==> src/rtl/temp_cal_pkg.sv <==
// Shared types and constants for the temperature-calibration sequencer.
package temp_cal_pkg;

  typedef enum logic [2:0] {
    IDLE,
    WAIT_CNV,
    ADD0,
    FETCH1,
    MUL1,
    FETCH2,
    ADD2
  } state_e;

  localparam logic [1:0] NV_C0 = 2'd0;
  localparam logic [1:0] NV_C1 = 2'd1;
  localparam logic [1:0] NV_C2 = 2'd2;

  localparam int unsigned TO_CNT_W = 16;

endpackage

==> src/rtl/temp_cal_ctrl_if.sv <==
// Control/datapath bundle between the calibration sequencer (master) and its environment (slave).
interface temp_cal_ctrl_if;

  logic        strt;
  logic        cnv_cmplt;
  logic        a2d_strt;
  logic [1:0]  nv_addr;
  logic        selA2D;
  logic        selCoeff;
  logic        selMult;
  logic        enTmp;
  logic [15:0] dst;
  logic        rdy;
  logic [15:0] result;
  logic        result_vld;
  logic        err;

  modport master (
    input  strt, cnv_cmplt, dst,
    output a2d_strt, nv_addr, selA2D, selCoeff, selMult, enTmp, rdy, result, result_vld, err
  );

  modport slave (
    output strt, cnv_cmplt, dst,
    input  a2d_strt, nv_addr, selA2D, selCoeff, selMult, enTmp, rdy, result, result_vld, err
  );

endinterface

==> src/rtl/cal_timeout_cnt.sv <==
// WAIT_CNV cycle counter; o_tc flags the Limit-th enabled cycle since the last clear.
module cal_timeout_cnt #(
  parameter int unsigned Width = 16,
  parameter int unsigned Limit = 1024
) (
  input  logic clk,
  input  logic rst,
  input  logic i_clr,
  input  logic i_en,
  output logic o_tc
);

  logic [Width-1:0] r_cnt;

  always_ff @(posedge clk) begin
    if (rst || i_clr) begin
      r_cnt <= '0;
    end else if (i_en) begin
      r_cnt <= r_cnt + 1'b1;
    end
  end

  assign o_tc = i_en && (r_cnt == Width'(Limit - 1));

endmodule

==> src/rtl/temp_cal_ctrl.sv <==
// Sequencer driving the datapath to compute Temp = ((a2d + C0) * C1) + C2 and capture the result.
// Optional conversion timeout enabled by defining TEMP_CAL_TIMEOUT_EN.
module temp_cal_ctrl
  import temp_cal_pkg::*;
#(
  parameter int unsigned TIMEOUT_CYCLES = 1024
) (
  input logic             clk,
  input logic             rst,
  temp_cal_ctrl_if.master bus
);

  state_e      r_state, w_state_nxt;
  logic        r_a2d_strt;
  logic [1:0]  r_nv_addr;
  logic [15:0] r_result;
  logic        r_result_vld;
  logic        r_err;

  logic w_start, w_cmplt_ok, w_tc, w_timeout;
  logic w_sel_a2d, w_sel_coeff, w_sel_mult, w_en_tmp;

  assign w_start = (r_state == IDLE) && bus.strt;
  // The first WAIT_CNV cycle may still see cnv_cmplt from a previous conversion.
  assign w_cmplt_ok = bus.cnv_cmplt && !r_a2d_strt;

`ifdef TEMP_CAL_TIMEOUT_EN
  cal_timeout_cnt #(
    .Width (TO_CNT_W),
    .Limit (TIMEOUT_CYCLES)
  ) u_timeout_cnt (
    .clk   (clk),
    .rst   (rst),
    .i_clr (w_start),
    .i_en  (r_state == WAIT_CNV),
    .o_tc  (w_tc)
  );
`else
  logic w_unused_timeout;
  assign w_unused_timeout = ^TIMEOUT_CYCLES;
  assign w_tc = 1'b0;
`endif

  always_comb begin
    w_state_nxt = r_state;
    w_timeout   = 1'b0;
    w_sel_a2d   = 1'b0;
    w_sel_coeff = 1'b0;
    w_sel_mult  = 1'b0;
    w_en_tmp    = 1'b0;
    unique case (r_state)
      IDLE:     if (bus.strt) w_state_nxt = WAIT_CNV;
      WAIT_CNV: begin
        if (w_cmplt_ok) begin
          w_state_nxt = ADD0;
        end else if (w_tc) begin
          w_state_nxt = IDLE;
          w_timeout   = 1'b1;
        end
      end
      ADD0: begin
        w_sel_a2d   = 1'b1;
        w_sel_coeff = 1'b1;
        w_en_tmp    = 1'b1;
        w_state_nxt = FETCH1;
      end
      FETCH1:   w_state_nxt = MUL1;
      MUL1: begin
        w_sel_mult  = 1'b1;
        w_en_tmp    = 1'b1;
        w_state_nxt = FETCH2;
      end
      FETCH2:   w_state_nxt = ADD2;
      ADD2: begin
        w_sel_coeff = 1'b1;
        w_en_tmp    = 1'b1;
        w_state_nxt = IDLE;
      end
      default:  w_state_nxt = IDLE;
    endcase
  end

  always_ff @(posedge clk) begin
    if (rst) begin
      r_state      <= IDLE;
      r_a2d_strt   <= 1'b0;
      r_nv_addr    <= NV_C0;
      r_result     <= 16'h0000;
      r_result_vld <= 1'b0;
      r_err        <= 1'b0;
    end else begin
      r_state      <= w_state_nxt;
      r_a2d_strt   <= w_start;
      r_result_vld <= (r_state == ADD2);
      r_err        <= w_timeout;
      // Address moves one state ahead so the coefficient is valid when the datapath uses it.
      if (r_state == ADD0) r_nv_addr <= NV_C1;
      if (r_state == MUL1) r_nv_addr <= NV_C2;
      if (r_state == ADD2) begin
        r_nv_addr <= NV_C0;
        r_result  <= bus.dst;
      end
    end
  end

  assign bus.a2d_strt   = r_a2d_strt;
  assign bus.nv_addr    = r_nv_addr;
  assign bus.selA2D     = w_sel_a2d;
  assign bus.selCoeff   = w_sel_coeff;
  assign bus.selMult    = w_sel_mult;
  assign bus.enTmp      = w_en_tmp;
  assign bus.rdy        = (r_state == IDLE);
  assign bus.result     = r_result;
  assign bus.result_vld = r_result_vld;
  assign bus.err        = r_err;

endmodule

==> src/flat_wrapper.sv <==
// flat-port wrapper written by rule: the top's interface ports become plain ports
module temp_cal_ctrl_flat import temp_cal_pkg::*;
#(
  parameter int unsigned TIMEOUT_CYCLES = 1024
)
  (clk, rst, bus_strt, bus_cnv_cmplt, bus_dst, bus_a2d_strt, bus_nv_addr, bus_selA2D, bus_selCoeff, bus_selMult, bus_enTmp, bus_rdy, bus_result, bus_result_vld, bus_err);
  temp_cal_ctrl_if bus_i ();
  input logic clk;
  input logic rst;
  input wire logic [$bits(bus_i.strt)-1:0] bus_strt;
  input wire logic [$bits(bus_i.cnv_cmplt)-1:0] bus_cnv_cmplt;
  input wire logic [$bits(bus_i.dst)-1:0] bus_dst;
  output wire logic [$bits(bus_i.a2d_strt)-1:0] bus_a2d_strt;
  output wire logic [$bits(bus_i.nv_addr)-1:0] bus_nv_addr;
  output wire logic [$bits(bus_i.selA2D)-1:0] bus_selA2D;
  output wire logic [$bits(bus_i.selCoeff)-1:0] bus_selCoeff;
  output wire logic [$bits(bus_i.selMult)-1:0] bus_selMult;
  output wire logic [$bits(bus_i.enTmp)-1:0] bus_enTmp;
  output wire logic [$bits(bus_i.rdy)-1:0] bus_rdy;
  output wire logic [$bits(bus_i.result)-1:0] bus_result;
  output wire logic [$bits(bus_i.result_vld)-1:0] bus_result_vld;
  output wire logic [$bits(bus_i.err)-1:0] bus_err;
  assign bus_i.strt = bus_strt;
  assign bus_i.cnv_cmplt = bus_cnv_cmplt;
  assign bus_i.dst = bus_dst;
  assign bus_a2d_strt = bus_i.a2d_strt;
  assign bus_nv_addr = bus_i.nv_addr;
  assign bus_selA2D = bus_i.selA2D;
  assign bus_selCoeff = bus_i.selCoeff;
  assign bus_selMult = bus_i.selMult;
  assign bus_enTmp = bus_i.enTmp;
  assign bus_rdy = bus_i.rdy;
  assign bus_result = bus_i.result;
  assign bus_result_vld = bus_i.result_vld;
  assign bus_err = bus_i.err;
  temp_cal_ctrl #(.TIMEOUT_CYCLES(TIMEOUT_CYCLES)) u_core (.clk(clk), .rst(rst), .bus(bus_i));
endmodule
==> config.mk <==
export PLATFORM = sky130hd
export DESIGN_NAME = temp_cal_ctrl_flat
export DESIGN_NICKNAME = d
export VERILOG_FILES = /design/src/rtl/temp_cal_pkg.sv /design/src/rtl/temp_cal_ctrl_if.sv /design/src/rtl/cal_timeout_cnt.sv /design/src/rtl/temp_cal_ctrl.sv /design/src/flat_wrapper.sv
export SDC_FILE = /design/constraint.sdc
export NUM_CORES = 1
export LEC_CHECK = 0
export CORE_MARGIN = 1
export CORE_UTILIZATION = 33
export CTS_CLUSTER_DIAMETER = 150
export DETAILED_ROUTE_END_ITERATION = 8
export PLACE_DENSITY = 0.7
export SYNTH_ARGS = -nofsm -noshare
export SYNTH_HDL_FRONTEND = slang
export SYNTH_SLANG_ARGS = --single-unit
export TNS_END_PERCENT = 1
==> constraint.sdc <==
create_clock -name clk -period 1.18 [get_ports clk]
set_clock_uncertainty 0.05 [all_clocks]
set_input_delay 0.236 -clock clk [delete_from_list [all_inputs] [get_ports clk]]
set_output_delay 0.236 -clock clk [all_outputs]
set_load 0.005 [all_outputs]
[Yosys cells after proc, flatten, opt, wreduce, memory -nomap -nowiden]
Index checks and enable logic that the tools add are counted.
Widths: inputs -> output; s select.
Storage, ports and cells
  register bits: 23
  input bits: 20
Cells by class
  equality and inequality tests: 8
  mux-type cells: 9
  reductions and logical operators: 10
Operators with widths (number)
  $pmux 3 s6: 1
  $eq 3x3->1 const B: 3
  $eq 3x2->1 const B: 2
  $mux 3: 2
  $reduce_or 3->1: 2
  $mux 1: 4
  $mux 2: 2
  $reduce_or 2->1: 2
  $eq 3x1->1 const B: 1
  $logic_not 3->1: 1
  $logic_and 1x1->1: 2
  $ne 2x1->1 const B: 1
  $ne 2x2->1 const B: 1
  $reduce_and 2->1: 1
  $reduce_bool 2->1: 1
  $logic_not 1->1: 1

[Logic depth before layout (Yosys ltp)]
Gate-level depths: netlist (run 1).
  depth after elaboration: 4
  gate-level depth with buffers: 6
  gate-level depth less buffers: 3

[Least setup slack after synthesis (run 1)]
OpenSTA, ideal clock, no wires.
  path type: flip-flop to flip-flop
  from: register u_core.r_state[2]
  to: register u_core.r_result[0], in the netlist u_core.bus.result[0]
  period minus slack after synthesis: 1264 ps
  library setup time: 117 ps
  arrival: 1097 ps
  path slack: -84 ps
  required time: 1013 ps
  cell stages (with the launch flop): 7
  path through: dfxtp_1 -> buf_6 -> nor2b_4 -> and3b_1 -> buf_6 -> buf_8 -> a22o_1
Between the ends
  longest elaborated chain between the ends: 1
RTL lines
  from (decl): RTL line temp_cal_ctrl.sv:13  | state_e r_state, w_state_nxt;
  from (signal assigned): RTL line temp_cal_ctrl.sv:92  | r_state <= w_state_nxt;
  $eq 3x3->1: RTL line temp_cal_ctrl.sv:99  | if (r_state == ADD2) begin
  to (signal assigned): RTL line temp_cal_ctrl.sv:101  | r_result <= bus.dst;
  to (decl): RTL line temp_cal_ctrl.sv:16  | logic [15:0] r_result;
Every way passes these cells.
A chain may end at the register's enable or synchronous reset.

[Worst setup path in the final report (run 1)]
  from: register u_core.r_state[0]
  to: output port bus_selA2D
Between the ends
  longest elaborated chain between the ends: 2
RTL lines
  $eq 3x2->1: RTL line temp_cal_ctrl.sv:51  | unique case (r_state)
  $mux 1: RTL line temp_cal_ctrl.sv:51
  to (decl): RTL line flat_wrapper.sv:15  | output wire logic [$bits(bus_i.selA2D)-1:0] bus_selA2D;
Every way passes these cells.

==> results of run 1 <==
-- power groups by stage --
stage	Sequential (µW)	Combinational, µW	Clock [µW]
after floorplan	815	82.2	0
after global placement	826	196	0
after detailed placement	827	197	0
after CTS	811	257	368
after global routing	814	281	411
final	812	263	357
-- state kept, by name, indices dropped and copies added (netlist names) --
register	count
u_core.bus.a2d_strt	1
u_core.r_state	3
u_core.bus.nv_addr	2
u_core.bus.result	16
u_core.bus.result_vld	1
-- synthesized netlist by cell type --
master	instances	area, µm²
a22o_1	16	140
nor3_1	4	20.0
buf_2	1	5.00
nor3b_1	1	7.51
buf_6	3	33.8
o21ai_0	2	10.0
conb_1	1	3.75
a21oi_1	1	5.00
and3b_1	2	17.5
dfxtp_1	23	460
mux2_2	1	11.3
nor2_1	5	18.8
nand2_1	2	7.51
o21a_1	1	7.51
inv_1	1	3.75
a21oi_2	1	8.76
buf_8	1	15.0
nand2b_1	1	6.26
nor2b_1	3	18.8
buf_4	2	15.0
nor2b_4	1	13.8
or4_1	1	7.51
-- cell type report --
| type | count | area (µm²) | area share |
|---|---|---|---|
| inverter | 1 | 3.75 | 0.00262 |
| tap | 28 | 35.0 | 0.0245 |
| timing repair buffer | 60 | 523 | 0.366 |
| multi-input combinational | 43 | 352 | 0.246 |
| clock buffer | 4 | 26.3 | 0.0184 |
| sequential | 23 | 490 | 0.343 |
-- per-layer routing --
metal  up-vias  track usage
met1       344        0.210
met2        32        0.274
met3         3       0.0406
met5         -            0
li1        375            -
met4         0       0.0658
-- worst max-delay path by stage --
| stage | startpoint | to | slack [ns] |
|---|---|---|---|
| after floorplan | u_core.r_state[2] | u_core.bus.result[0] | -0.08 |
| after global placement | rst | u_core.bus.result[12] | -0.40 |
| after detailed placement | rst | u_core.bus.result[3] | -0.44 |
| after CTS | u_core.r_state[0] | bus_selA2D | -0.34 |
| after global routing | u_core.r_state[0] | bus_selA2D | -0.43 |
| final | u_core.r_state[0] | bus_selA2D | -0.34 |
-- metrics by stage --
| step | hold WS (ns) | utilization | setup slack (ns) | TNS [ns] | power (µW) |
|---|---|---|---|---|---|
| global route | 0.442 | 0.623 | -0.428 | -5.94 | 1510 |
| finish | 0.431 | 0.623 | -0.342 | -4.54 | 1430 |
| CTS | 0.432 | 0.638 | -0.340 | -4.49 | 1440 |
| global placement | 0.412 | 0.571 | -0.403 | -8.15 | 1020 |
| detailed placement | 0.414 | 0.571 | -0.442 | -8.81 | 1020 |
| floorplan | 0.255 | - | -0.0839 | -0.758 | 897 |
-- kinds of logic (layout without fill, tap and decap cells) --
| family | count (synthesis) | count (layout) |
|---|---|---|
| buffers and inverters | 8 | 65 |
| AOI/OAI and AO/OA | 21 | 21 |
| and+or+nand+nor | 20 | 20 |
| other | 1 | 1 |
| DFF | 23 | 23 |
| muxes | 1 | 1 |
-- critical path: cells and delay by family, from the launching register on --
family        cells  cell delay [ns]
buf+inv           4             0.37
flops             1             0.38
simple gates      2             0.17
-- what timing repair did --
item,CTS,global route
endpoints found under the setup margin,44,39
pin swaps,6,5
setup buffers,6,1
hold buffers,0,0
resized for setup,94,13
==> flow_summary.toml, run 1 <==
[global_route]
grt_pass1_vias = 726
grt_max_degree = 17
grt_pass1_wl_um = 3310
grt_usage = 0.168
antenna_found_initial = 0
gr-total-overflow = 0

[synth]
synth_warnings = 0
synthXorXnorAreaFrac = 0
syn_avg_cell_area_um2 = 11.3
syn-cell-area_um2 = 837
ys_ff_latch = 23
synthMuxAreaShare = 0.0135
synthSimpleGateAreaFrac = 0.141
synthAdderAreaFrac = 0
synth_compound_area_frac = 0.205
synth_top_family_by_area = "compound AO/OA/AOI/OAI gates"
ys_types = 22
ys_seq_area_frac = 0.550
syn-num-nets = 94
postSynthCellCount = 74

[route]
top_layer = "met4"
drt-met1-wl_um = 925
met2_length_um = 1000
drt_first_pass_iters = 4
viasPerCell = 4.74
detail_route.iter0.violations = 9
antenna_left = 0
wl_per_cell_um = 13.3
dr_total_vias = 754
met3_wirelength_um = 158
drc = 0
routed_wl_um = 2110

[run_status]
outcome = "finished, violations left"
violations = "negative setup slack"

[timing]
timing.final.max_slew_violations = 0
rsz0062_at_grt = "true"
period_share = 1.29
finalSetupViolCount = 24
worst_slack_ns = -0.342
final_hold_viol_count = 0
max_freq_mhz = 657
period_minus_slack_ns = 1.52

[min_path]
holdPathStages = 1
min_path_type = "reg -> reg"
min-delay-start = "u_core.bus.result[5]"
worstHoldEndpoint = "u_core.bus.result[5]"

[critical_path]
r2r_end = "u_core.bus.result[7]"
cp_common_cell = "buf_6"
cp_data_arrival_time_ns = 1.24
cpPeakStageDelay_ns = 0.38
rrSetupSlack_ns = -0.22
critPathMaxFanout = 3
end_kind = "primary output"
worst_path_max_delay_cell = "dfxtp_4"
crit_type = "reg -> out"
required_ns = 0.89
r2r_cells = 6
regToRegStartpoint = "u_core.r_state[0]"
worstSetupStartpointType = "flip-flop"
path_cells = "buf_12, nor2b_4, buf_6, nand2b_4, inv_2, buf_6"

[die]
die_x_um = 52.4
fp.dieH_um = 52.4
core-area_um2 = 2300
dieArea_um2 = 2740
start_util = 0.364
rows = 17
pin_count = 46

[place]
placed_area_um2 = 1310
gp_congestion = 0.688
dp.cells = 148
numPortBuffers = 44
hpwl_um = 1400

[power]
switchingPower_uw = 337
intPower_uw = 1090
netSwitchingFraction = 0.236
total_leakage_power_uw = 0.000632
combPwrFrac = 0.184
p_per_area_nw_per_um2 = 1000
vdd_drop_max_uv = 600
power_frac_seq = 0.567
p_clk_frac = 0.249

[layout]
mostFrequentLayoutCells = "19 x clkdlybuf4s50_1, 18 x dfxtp_2, 16 x a22o_1, 11 x buf_4, 10 x clkbuf_2"
drive_gt1_frac = 0.496
diodes = 0
syn2layout_area_growth_pct = 70.9
final_area_um2 = 1430
nets = 152
fillers = 209
layout_commonest_cell = "clkdlybuf4s50_1"
layout.cells.non_filler = 159

[cts]
clk_pin_slew_ns = 0.12
clkSinkCount = 23
cts-buffers-inserted = 3
root_buffer = "clkbuf_4"
clock_path_buffers = 2
clk_latency_ns = 0.30
cts_max_level = 1
tritoncts = "built"

[job]
drv_cap = 0
Note: power is estimated with default switching activity, not from simulation.
==> inputs of run 2 (changes only) <==
Settings changed: CTS_CLUSTER_DIAMETER 150 to not set.
==> results of run 2 <==
The final DEF is identical to that of run 1; final timing and power are the same.
==> inputs of run 3 (changes only) <==
Settings changed: CTS_BUF_LIST set to sky130_fd_sc_hd__clkbuf_16.
==> run 3 against run 2 <==
- the run still ends with negative setup slack left
- sequential share of layout area shrank 3.0 points
- non-clock buffer count shrank 1
- cell area grew 5.4%
==> flow_summary.toml, run 3 (synthesized netlist as in run 1, its figures left out) <==
[run_status]
outcome = "finished, violations left"
violations = "negative setup slack"

[cts]
clk_pin_slew_ns = 0.06
cts-buffers-inserted = 3
tritoncts = "built"
clk_latency_ns = 0.25
root_buffer = "clkbuf_16"
clkSinkCount = 23
clock_path_buffers = 2
cts_max_level = 1

[critical_path]
rrSetupSlack_ns = -0.15
crit_family = "flip-flops"
regToRegStartpoint = "u_core.r_state[2]"
cp.buffers_inverters = 2
path_depth = 3
worstSetupStartpointType = "flip-flop"
cp_data_arrival_time_ns = 1.08
end_kind = "primary output"
cpPeakStageDelay_ns = 0.36
required_ns = 0.89
critPathMaxFanout = 3
crit_type = "reg -> out"
path_cells = "nor2b_4, buf_4, clkdlybuf4s15_2"
worst_path_max_delay_cell = "dfxtp_4"
r2r_cells = 5
r2r_end = "u_core.bus.result[3]"

[die]
fp.dieH_um = 52.4
rows = 17
core-area_um2 = 2300
start_util = 0.364
dieArea_um2 = 2740
die_x_um = 52.4
pin_count = 46

[min_path]
min-delay-start = "u_core.bus.result[2]"
holdPathStages = 1
worstHoldEndpoint = "u_core.bus.result[2]"
min_path_type = "reg -> reg"

[timing]
worst_slack_ns = -0.182
finalSetupViolCount = 23
rsz0062_at_grt = "true"
max_freq_mhz = 734
timing.final.max_slew_violations = 0
final_hold_viol_count = 0
period_minus_slack_ns = 1.36
period_share = 1.15

[place]
gp_congestion = 0.688
dp.cells = 148
numPortBuffers = 44
hpwl_um = 1400

[global_route]
grt_max_degree = 17
grt_pass1_vias = 702
grt_usage = 0.159
grt_pass1_wl_um = 3120
gr-total-overflow = 0
antenna_found_initial = 0

[route]
viasPerCell = 4.63
dr_total_vias = 732
detail_route.iter0.violations = 11
drc = 0
routed_wl_um = 2050
drt_first_pass_iters = 4
antenna_left = 0
wl_per_cell_um = 12.9

[layout]
mostFrequentLayoutCells = "20 x dlygate4sd2_1, 20 x dfxtp_1, 19 x clkdlybuf4s50_1, 16 x a22o_1"
post-route-util = 0.656
layout.cells.non_filler = 158
diodes = 0
largest_reg_flops = 16
drive_gt1_frac = 0.285
nets = 151
syn2layout_area_growth_pct = 80.1

[power]
total_leakage_power_uw = 0.000714
p_per_area_nw_per_um2 = 1180
vdd_drop_max_uv = 796

[job]
drv_cap = 0
==> run 3: changes by cell type in the layout (fill, tap and decap cells not counted), sizes merged <==
| cell | previous run | this run |
|---|---|---|
| inv | 1 | 2 |
| clkdlybuf4s15 | 8 | 1 |
| clkbuf | 14 | 3 |
| dlygate4sd2 | 2 | 20 |
| buf | 21 | 19 |
==> run 3: repair_timing <==
action | 4_1_cts | 5_1_grt
endpoints found under the hold margin | 0 | 0
gates resized for setup | 52 | 12
pin swaps | 13 | 4
setup buffers | 2 | 4
gates cloned | 0 | 0
hold buffers | 0 | 0
endpoints found under the setup margin | 42 | 24
==> run 3: layer usage <==
layer	global-route usage	vias up	wire [µm]
li1	-	374	-
met1	0.178	332	890
met2	0.283	26	1020
met3	0.0406	0	140
met4	0.0658	0	0
met5	0	-	0
==> run 3: worst max path at each step <==
stage,from,end,slack [ns]
floorplan,u_core.r_state[2],u_core.bus.result[0],-0.08
global placement,rst,u_core.bus.result[12],-0.40
finish,u_core.r_state[1],bus_selCoeff,-0.18
detailed placement,rst,u_core.bus.result[3],-0.44
CTS,u_core.r_state[1],bus_enTmp,-0.21
global route,u_core.r_state[0],bus_selCoeff,-0.22
==> run 3: layout make-up <==
class                      instances  area (µm²)
clock buffer                       3        75.1
clock inverter                     1        3.75
fill                             207         790
inverter                           1        3.75
multi-input combinational         43         355
sequential                        23         472
tap                               28        35.0
timing repair buffer              59         563
==> run 3: where the power goes <==
group	leakage (µW)	internal (µW)	switching, µW
sequential	0.000188	791	22.7
combinational	0.000484	167	89.7
clock	0.0000423	451	253
==> run 3: stage by stage <==
step | setup WS [ns] | hold WS [ns] | TNS [ns] | instance area (µm²) | power [µW]
after floorplan | -0.0839 | 0.255 | -0.758 | 837 | 897
after global placement | -0.403 | 0.412 | -8.15 | 1310 | 1020
after detailed placement | -0.442 | 0.414 | -8.81 | 1310 | 1020
after CTS | -0.209 | 0.430 | -2.73 | 1420 | 1740
after global routing | -0.224 | 0.443 | -4.19 | 1510 | 1850
final | -0.182 | 0.426 | -3.08 | 1510 | 1770
